===== src/rtl/uart_evt_pkg.sv =====
// Shared types and defaults for the UART event scheduler.
package uart_evt_pkg;

   typedef enum logic {
      EVT_IDLE    = 1'b0,
      EVT_PRESENT = 1'b1
   } evt_state_e;

   localparam int N_EVT_DEF = 4;
   localparam int CNT_W_DEF = 8;

   // Width of a source index; never below one bit.
   function automatic int evt_id_w(input int n);
      return (n > 1) ? $clog2(n) : 1;
   endfunction

endpackage


===== src/rtl/uart_evt_rr_arb.sv =====
// Combinational round-robin picker: searches ptr+1 .. N_EVT-1, 0 .. ptr and
// returns the first requesting source as one-hot and as an index.
module uart_evt_rr_arb
   import uart_evt_pkg::*;
#(
   parameter int N_EVT = N_EVT_DEF,
   parameter int ID_W  = evt_id_w(N_EVT)
) (
   input  logic [N_EVT-1:0] req_i,
   input  logic [ID_W-1:0]  ptr_i,
   output logic [N_EVT-1:0] gnt_o,
   output logic [ID_W-1:0]  gnt_id_o,
   output logic             any_o
);

   // Walk the sources in rotated order and keep the first hit.
   always_comb begin
      gnt_o    = '0;
      gnt_id_o = '0;
      any_o    = 1'b0;
      for (int i = 1; i <= N_EVT; i++) begin
         if (!any_o && req_i[ID_W'((int'(ptr_i) + i) % N_EVT)]) begin
            any_o    = 1'b1;
            gnt_o[ID_W'((int'(ptr_i) + i) % N_EVT)] = 1'b1;
            gnt_id_o = ID_W'((int'(ptr_i) + i) % N_EVT);
         end
      end
   end

endmodule


===== src/rtl/uart_evt_sched.sv =====
// Event scheduler for the AHB UART: edge-detects synchronised event levels,
// holds them as pending bits and serialises them round-robin onto a
// valid/ready stream of source IDs. Lost events raise sticky overflow flags.
// Optional macro UART_EVT_OVF_CNT_EN adds saturating per-source lost-event
// counters on ovf_cnt_o; without it ovf_cnt_o is tied to zero.
//
//   state       | meaning
//   EVT_IDLE    | nothing presented, evt_valid_o low
//   EVT_PRESENT | evt_id_o presented, waiting for evt_ready_i
module uart_evt_sched
   import uart_evt_pkg::*;
#(
   parameter int N_EVT = N_EVT_DEF,
   parameter int ID_W  = evt_id_w(N_EVT),
   parameter int CNT_W = CNT_W_DEF
) (
   input  logic                   clk,
   input  logic                   rst_n,
   input  logic [N_EVT-1:0]       evt_i,
   input  logic [N_EVT-1:0]       evt_mask_i,
   input  logic                   evt_ready_i,
   output logic                   evt_valid_o,
   output logic [ID_W-1:0]        evt_id_o,
   output logic [N_EVT-1:0]       pend_o,
   output logic [N_EVT-1:0]       ovf_o,
   input  logic [N_EVT-1:0]       ovf_clr_i,
   output logic [N_EVT*CNT_W-1:0] ovf_cnt_o
);

   evt_state_e       state_q, state_d;
   logic [N_EVT-1:0] evt_d_q, evt_d_d;
   logic [N_EVT-1:0] pend_q, pend_d;
   logic [N_EVT-1:0] ovf_q, ovf_d;
   logic [ID_W-1:0]  ptr_q, ptr_d;
   logic [ID_W-1:0]  id_q, id_d;

   logic [N_EVT-1:0] rise, cap, req, gnt, gnt_vec, ovf_set;
   logic [ID_W-1:0]  gnt_id;
   logic             any, do_gnt;

   assign rise = evt_i & ~evt_d_q;
   assign cap  = rise & evt_mask_i;
   assign req  = pend_q & evt_mask_i;

   uart_evt_rr_arb #(
      .N_EVT (N_EVT),
      .ID_W  (ID_W)
   ) u_arb (
      .req_i    (req),
      .ptr_i    (ptr_q),
      .gnt_o    (gnt),
      .gnt_id_o (gnt_id),
      .any_o    (any)
   );

   // Presentation FSM: grant when idle, or re-grant in the accept cycle.
   always_comb begin
      state_d = state_q;
      ptr_d   = ptr_q;
      id_d    = id_q;
      do_gnt  = 1'b0;
      case (state_q)
         EVT_IDLE: begin
            if (any) begin
               do_gnt  = 1'b1;
               state_d = EVT_PRESENT;
            end
         end
         EVT_PRESENT: begin
            if (evt_ready_i) begin
               if (any) begin
                  do_gnt = 1'b1;
               end else begin
                  state_d = EVT_IDLE;
               end
            end
         end
         default: state_d = EVT_IDLE;
      endcase
      if (do_gnt) begin
         ptr_d = gnt_id;
         id_d  = gnt_id;
      end
   end

   // Pending/overflow update; a rise on the source being granted re-arms it
   // instead of counting as lost, and a new overflow wins over a clear.
   always_comb begin
      evt_d_d = evt_i;
      gnt_vec = do_gnt ? gnt : '0;
      ovf_set = cap & pend_q & ~gnt_vec;
      pend_d  = (pend_q & ~gnt_vec) | cap;
      ovf_d   = (ovf_q & ~ovf_clr_i) | ovf_set;
   end

   // State registers; edge detectors reset high so a level held through
   // reset release is not seen as an event.
   always_ff @(posedge clk or negedge rst_n) begin
      if (!rst_n) begin
         state_q <= EVT_IDLE;
         evt_d_q <= '1;
         pend_q  <= '0;
         ovf_q   <= '0;
         ptr_q   <= ID_W'(N_EVT - 1);
         id_q    <= '0;
      end else begin
         state_q <= state_d;
         evt_d_q <= evt_d_d;
         pend_q  <= pend_d;
         ovf_q   <= ovf_d;
         ptr_q   <= ptr_d;
         id_q    <= id_d;
      end
   end

   assign evt_valid_o = (state_q == EVT_PRESENT);
   assign evt_id_o    = id_q;
   assign pend_o      = pend_q;
   assign ovf_o       = ovf_q;

`ifdef UART_EVT_OVF_CNT_EN
   logic [N_EVT-1:0][CNT_W-1:0] ovf_cnt_q, ovf_cnt_d;

   // Saturating lost-event counters; increment in a clear cycle leaves 1.
   always_comb begin
      ovf_cnt_d = ovf_cnt_q;
      for (int k = 0; k < N_EVT; k++) begin
         if (ovf_set[k]) begin
            if (ovf_clr_i[k]) begin
               ovf_cnt_d[k] = CNT_W'(1);
            end else if (!(&ovf_cnt_q[k])) begin
               ovf_cnt_d[k] = ovf_cnt_q[k] + CNT_W'(1);
            end
         end else if (ovf_clr_i[k]) begin
            ovf_cnt_d[k] = '0;
         end
      end
   end

   // Counter registers.
   always_ff @(posedge clk or negedge rst_n) begin
      if (!rst_n) begin
         ovf_cnt_q <= '0;
      end else begin
         ovf_cnt_q <= ovf_cnt_d;
      end
   end

   assign ovf_cnt_o = ovf_cnt_q;
`else
   assign ovf_cnt_o = '0;
`endif

endmodule


===== config.mk =====
export PLATFORM = sky130hd
export DESIGN_NAME = uart_evt_sched
export DESIGN_NICKNAME = d
export VERILOG_FILES = /design/src/rtl/uart_evt_pkg.sv /design/src/rtl/uart_evt_rr_arb.sv /design/src/rtl/uart_evt_sched.sv
export SDC_FILE = /design/constraint.sdc
export NUM_CORES = 1
export LEC_CHECK = 0
export ABC_AREA = 1
export ABC_CLOCK_PERIOD_IN_PS = 1950
export BUFFER_PORTS_ARGS = -buffer_cell sky130_fd_sc_hd__buf_2
export CORE_MARGIN = 2
export CORE_UTILIZATION = 40
export CTS_CLUSTER_DIAMETER = 100
export DETAILED_ROUTE_END_ITERATION = 7
export PLACE_DENSITY_LB_ADDON = 0.25
export SLEW_MARGIN = 20
export SYNTH_ARGS = -nofsm -noshare
export SYNTH_HDL_FRONTEND = slang
export SYNTH_SLANG_ARGS = --single-unit

===== constraint.sdc =====
create_clock -name clk -period 1.95 [get_ports clk]
set_input_delay 0.2925 -clock clk [delete_from_list [all_inputs] [get_ports clk]]
set_output_delay 0.2925 -clock clk [all_outputs]
set_load 0.05 [all_outputs]

==> flow_summary.json <==
{
  "vias": 1254,
  "r2r_start": "ptr_q[0]",
  "synthXorXnorAreaFrac_pct": 0,
  "crit_type": "reg2reg",
  "wl_met3_um": 187,
  "drc_errors": 0,
  "timing.hold.ws_ns": 0.146,
  "synth_compound_area_share_pct": 2.89,
  "synth-simple-area-share_pct": 39.9,
  "synthMuxAreaShare_pct": 0,
  "power_density_mw_per_mm2": 2020,
  "leakagePower_nw": 0.945,
  "avgSynthCellArea_sq_um": 7.70,
  "worstPathArrival_ns": 2.04,
  "syn-instance-count": 197,
  "route.met2.wl_um": 1400,
  "hpwl_um": 2380,
  "drive_gt1_share_pct": 30.6,
  "rows": 22,
  "viasPerCell": 4.48,
  "core_area_sq_mm": 0.00366,
  "areaGrowthSynthToFinish_pct": 11.9,
  "crit_start": "ptr_q[0]",
  "cp_max_fo": 7,
  "start_util_pct": 41.4,
  "fin_nets": 255,
  "startpoint_type": "flop",
  "ys_seq_area_share_pct": 28.5,
  "finalSetupViolations": 0,
  "grt_antenna_before_repair": 0,
  "grt_pass1_vias": 1104,
  "wl_met1_um": 1350,
  "ioPinCount": 58,
  "ys_types": 27,
  "min_path_type": "in2reg",
  "ir_drop_mv": 0.843,
  "drtPass1Iterations": 4,
  "status": "complete, no violations",
  "clk_pin_slew_worst_paths_ns": 0.07,
  "top_layer": "met4",
  "grt_pass1_wl_um": 4920,
  "htreeDepth": 1,
  "wl_per_cell_um": 10.6,
  "syn-cell-area_sq_mm": 0.00152,
  "rsz0062_at_grt": "false",
  "timing.final.crit_share_pct": 94.7,
  "die_height_um": 65.6,
  "ys_ff_latch": 17,
  "power_mw": 3.42,
  "gp_congestion": 0.875,
  "synth_top_family_by_area": "simple AND/OR/NAND/NOR gates",
  "yosys.area_share.adder_pct": 5.78,
  "routed_wl_um": 2960,
  "port_buffers": 25,
  "clkLatencyLatePin_ns": 0.25,
  "cts_tree": "yes",
  "clock_path_buffers": 2,
  "grt_max_degree": 18,
  "drt-initial-drc-count": 50,
  "drv_cap": 0,
  "min_from": "evt_i[0]",
  "finClkSkew_ns": 0.00248,
  "setup_tns_ns": 0,
  "cts_sinks": 17,
  "die_x_um": 65.6,
  "critPathRequiredTime_ns": 2.14,
  "fmax_mhz": 542,
  "antenna_cells": 0,
  "dieArea_sq_mm": 0.00430,
  "cts_buffers": 3,
  "drv_slew": 0,
  "grt_usage_pct": 14.6,
  "hold_viol_final": 0,
  "critPathCaptureType": "flop",
  "ys.warnings.count": 0,
  "layout_min_cycle_time_ns": 1.85,
  "ant_nets": 0,
  "root_buffer": "clkbuf_8",
  "gr-total-overflow": 0
}
worst max-delay path, cell delays in order, from the launching register on:
cell,delay (ns)
dfstp_2,0.58
inv_8,0.04
ha_4,0.26
inv_2,0.08
nand3_1,0.12
nand2_4,0.14
inv_4,0.06
nor2_2,0.12
nand2_1,0.11
nand3_1,0.10
nand3_2,0.10
nand2_1,0.08
metrics by stage:
step / util, % / instance area [sq um] / worst slack, ns / instances
global route: 46.3 / 1700 / 0.00599 / 280
detailed placement: 44.0 / 1610 / 0.0632 / 272
floorplan: - / 1650 / 0.0830 / 228
CTS: 45.5 / 1670 / 0.0601 / 277
global placement: 44.0 / 1610 / 0.0737 / 272
finish: 46.3 / 1700 / 0.104 / 280
synthesized netlist by cell type:
master | number | area [sq um]
nand3_1 | 22 | 110
inv_8 | 1 | 11.3
nor2_8 | 1 | 20.0
nand3_4 | 1 | 17.5
nand3_2 | 4 | 40.0
o21ai_2 | 1 | 8.76
nand3b_1 | 6 | 45.0
buf_6 | 1 | 11.3
buf_4 | 32 | 240
ha_1 | 7 | 87.6
nand2_2 | 9 | 56.3
nand2_1 | 49 | 184
nand2_4 | 4 | 45.0
dfrtp_1 | 11 | 275
nor2_1 | 8 | 30.0
dfstp_2 | 6 | 158
conb_1 | 1 | 3.75
nand3b_4 | 1 | 20.0
a21oi_1 | 3 | 15.0
nand4_1 | 5 | 31.3
inv_1 | 16 | 60.1
o21ai_0 | 1 | 5.00
nor2_2 | 1 | 6.26
a21boi_0 | 1 | 7.51
inv_2 | 2 | 7.51
o21bai_1 | 1 | 7.51
inv_4 | 2 | 12.5
registers in the layout (all words and copies together) (netlist names):
signal       cells
evt_d_q          4
evt_id_o         2
evt_valid_o      1
ovf_o            4
pend_o           4
ptr_q            2
per-layer routing:
layer  vias up  global-route usage, %
li1        635                      -
met2        47                   24.6
met4         0                   1.82
met1       570                   19.5
met5         -                      0
met3         2                   3.60
power breakdown:
part | internal, mW | total [mW] | switching (mW)
logic | 0.809 | 2.59 | 1.78
clock network | 0.142 | 0.261 | 0.119
registers | 0.484 | 0.573 | 0.0894
total | 1.43 | 3.42 | 1.99
worst paths after layout:
check | endpoint | slack [ns] | cells past startpoint
setup / recovery | ptr_q[0] | 0.10 | 11
hold / removal | evt_d_q[0] | 0.15 | 1
setup reg to reg | ptr_q[0] | 0.10 | 11
hold reg to reg | ovf_o[2] | 0.48 | 2
max in group asynchronous | evt_d_q[2] | 1.14 | 2
min in group asynchronous | ovf_o[0] | 0.49 | 2
cells by family after synthesis:
group / after synthesis
AO/OA/AOI/OAI: 7
buffers and inverters: 54
other: 1
AND/OR/NAND/NOR: 111
adder cells (fa/ha/maj): 7
flip-flops: 17
cell usage in the layout, fill, tap and decap left out, drive strengths merged, types with 2 or more instances in the layout:
cell    count
conb       32
nand3b      7
dfstp       6
nand4       5
a21oi       3
ha          7
nor2       11
nand2      62
inv        21
dfrtp      11
o21ai       2
clkbuf      3
buf        31
nand3      27
area by class of cell:
type / instances / area (sq um)
Clock buffer: 3 / 41.3
Clock inverter: 1 / 5.00
Fill cell: 392 / 1960
Inverter: 21 / 93.8
Multi-Input combinational cell: 158 / 883
Sequential cell: 17 / 433
Tap cell: 48 / 60.1
Timing Repair Buffer: 32 / 180
timing repair:
action                     CTS  global route
setup endpoints to repair    0            12
gates resized for setup      0             2
buffers inserted             0             2
hold buffers                 1             0
hold endpoints to repair    11             0
Power figures use the tool's default switching activity.
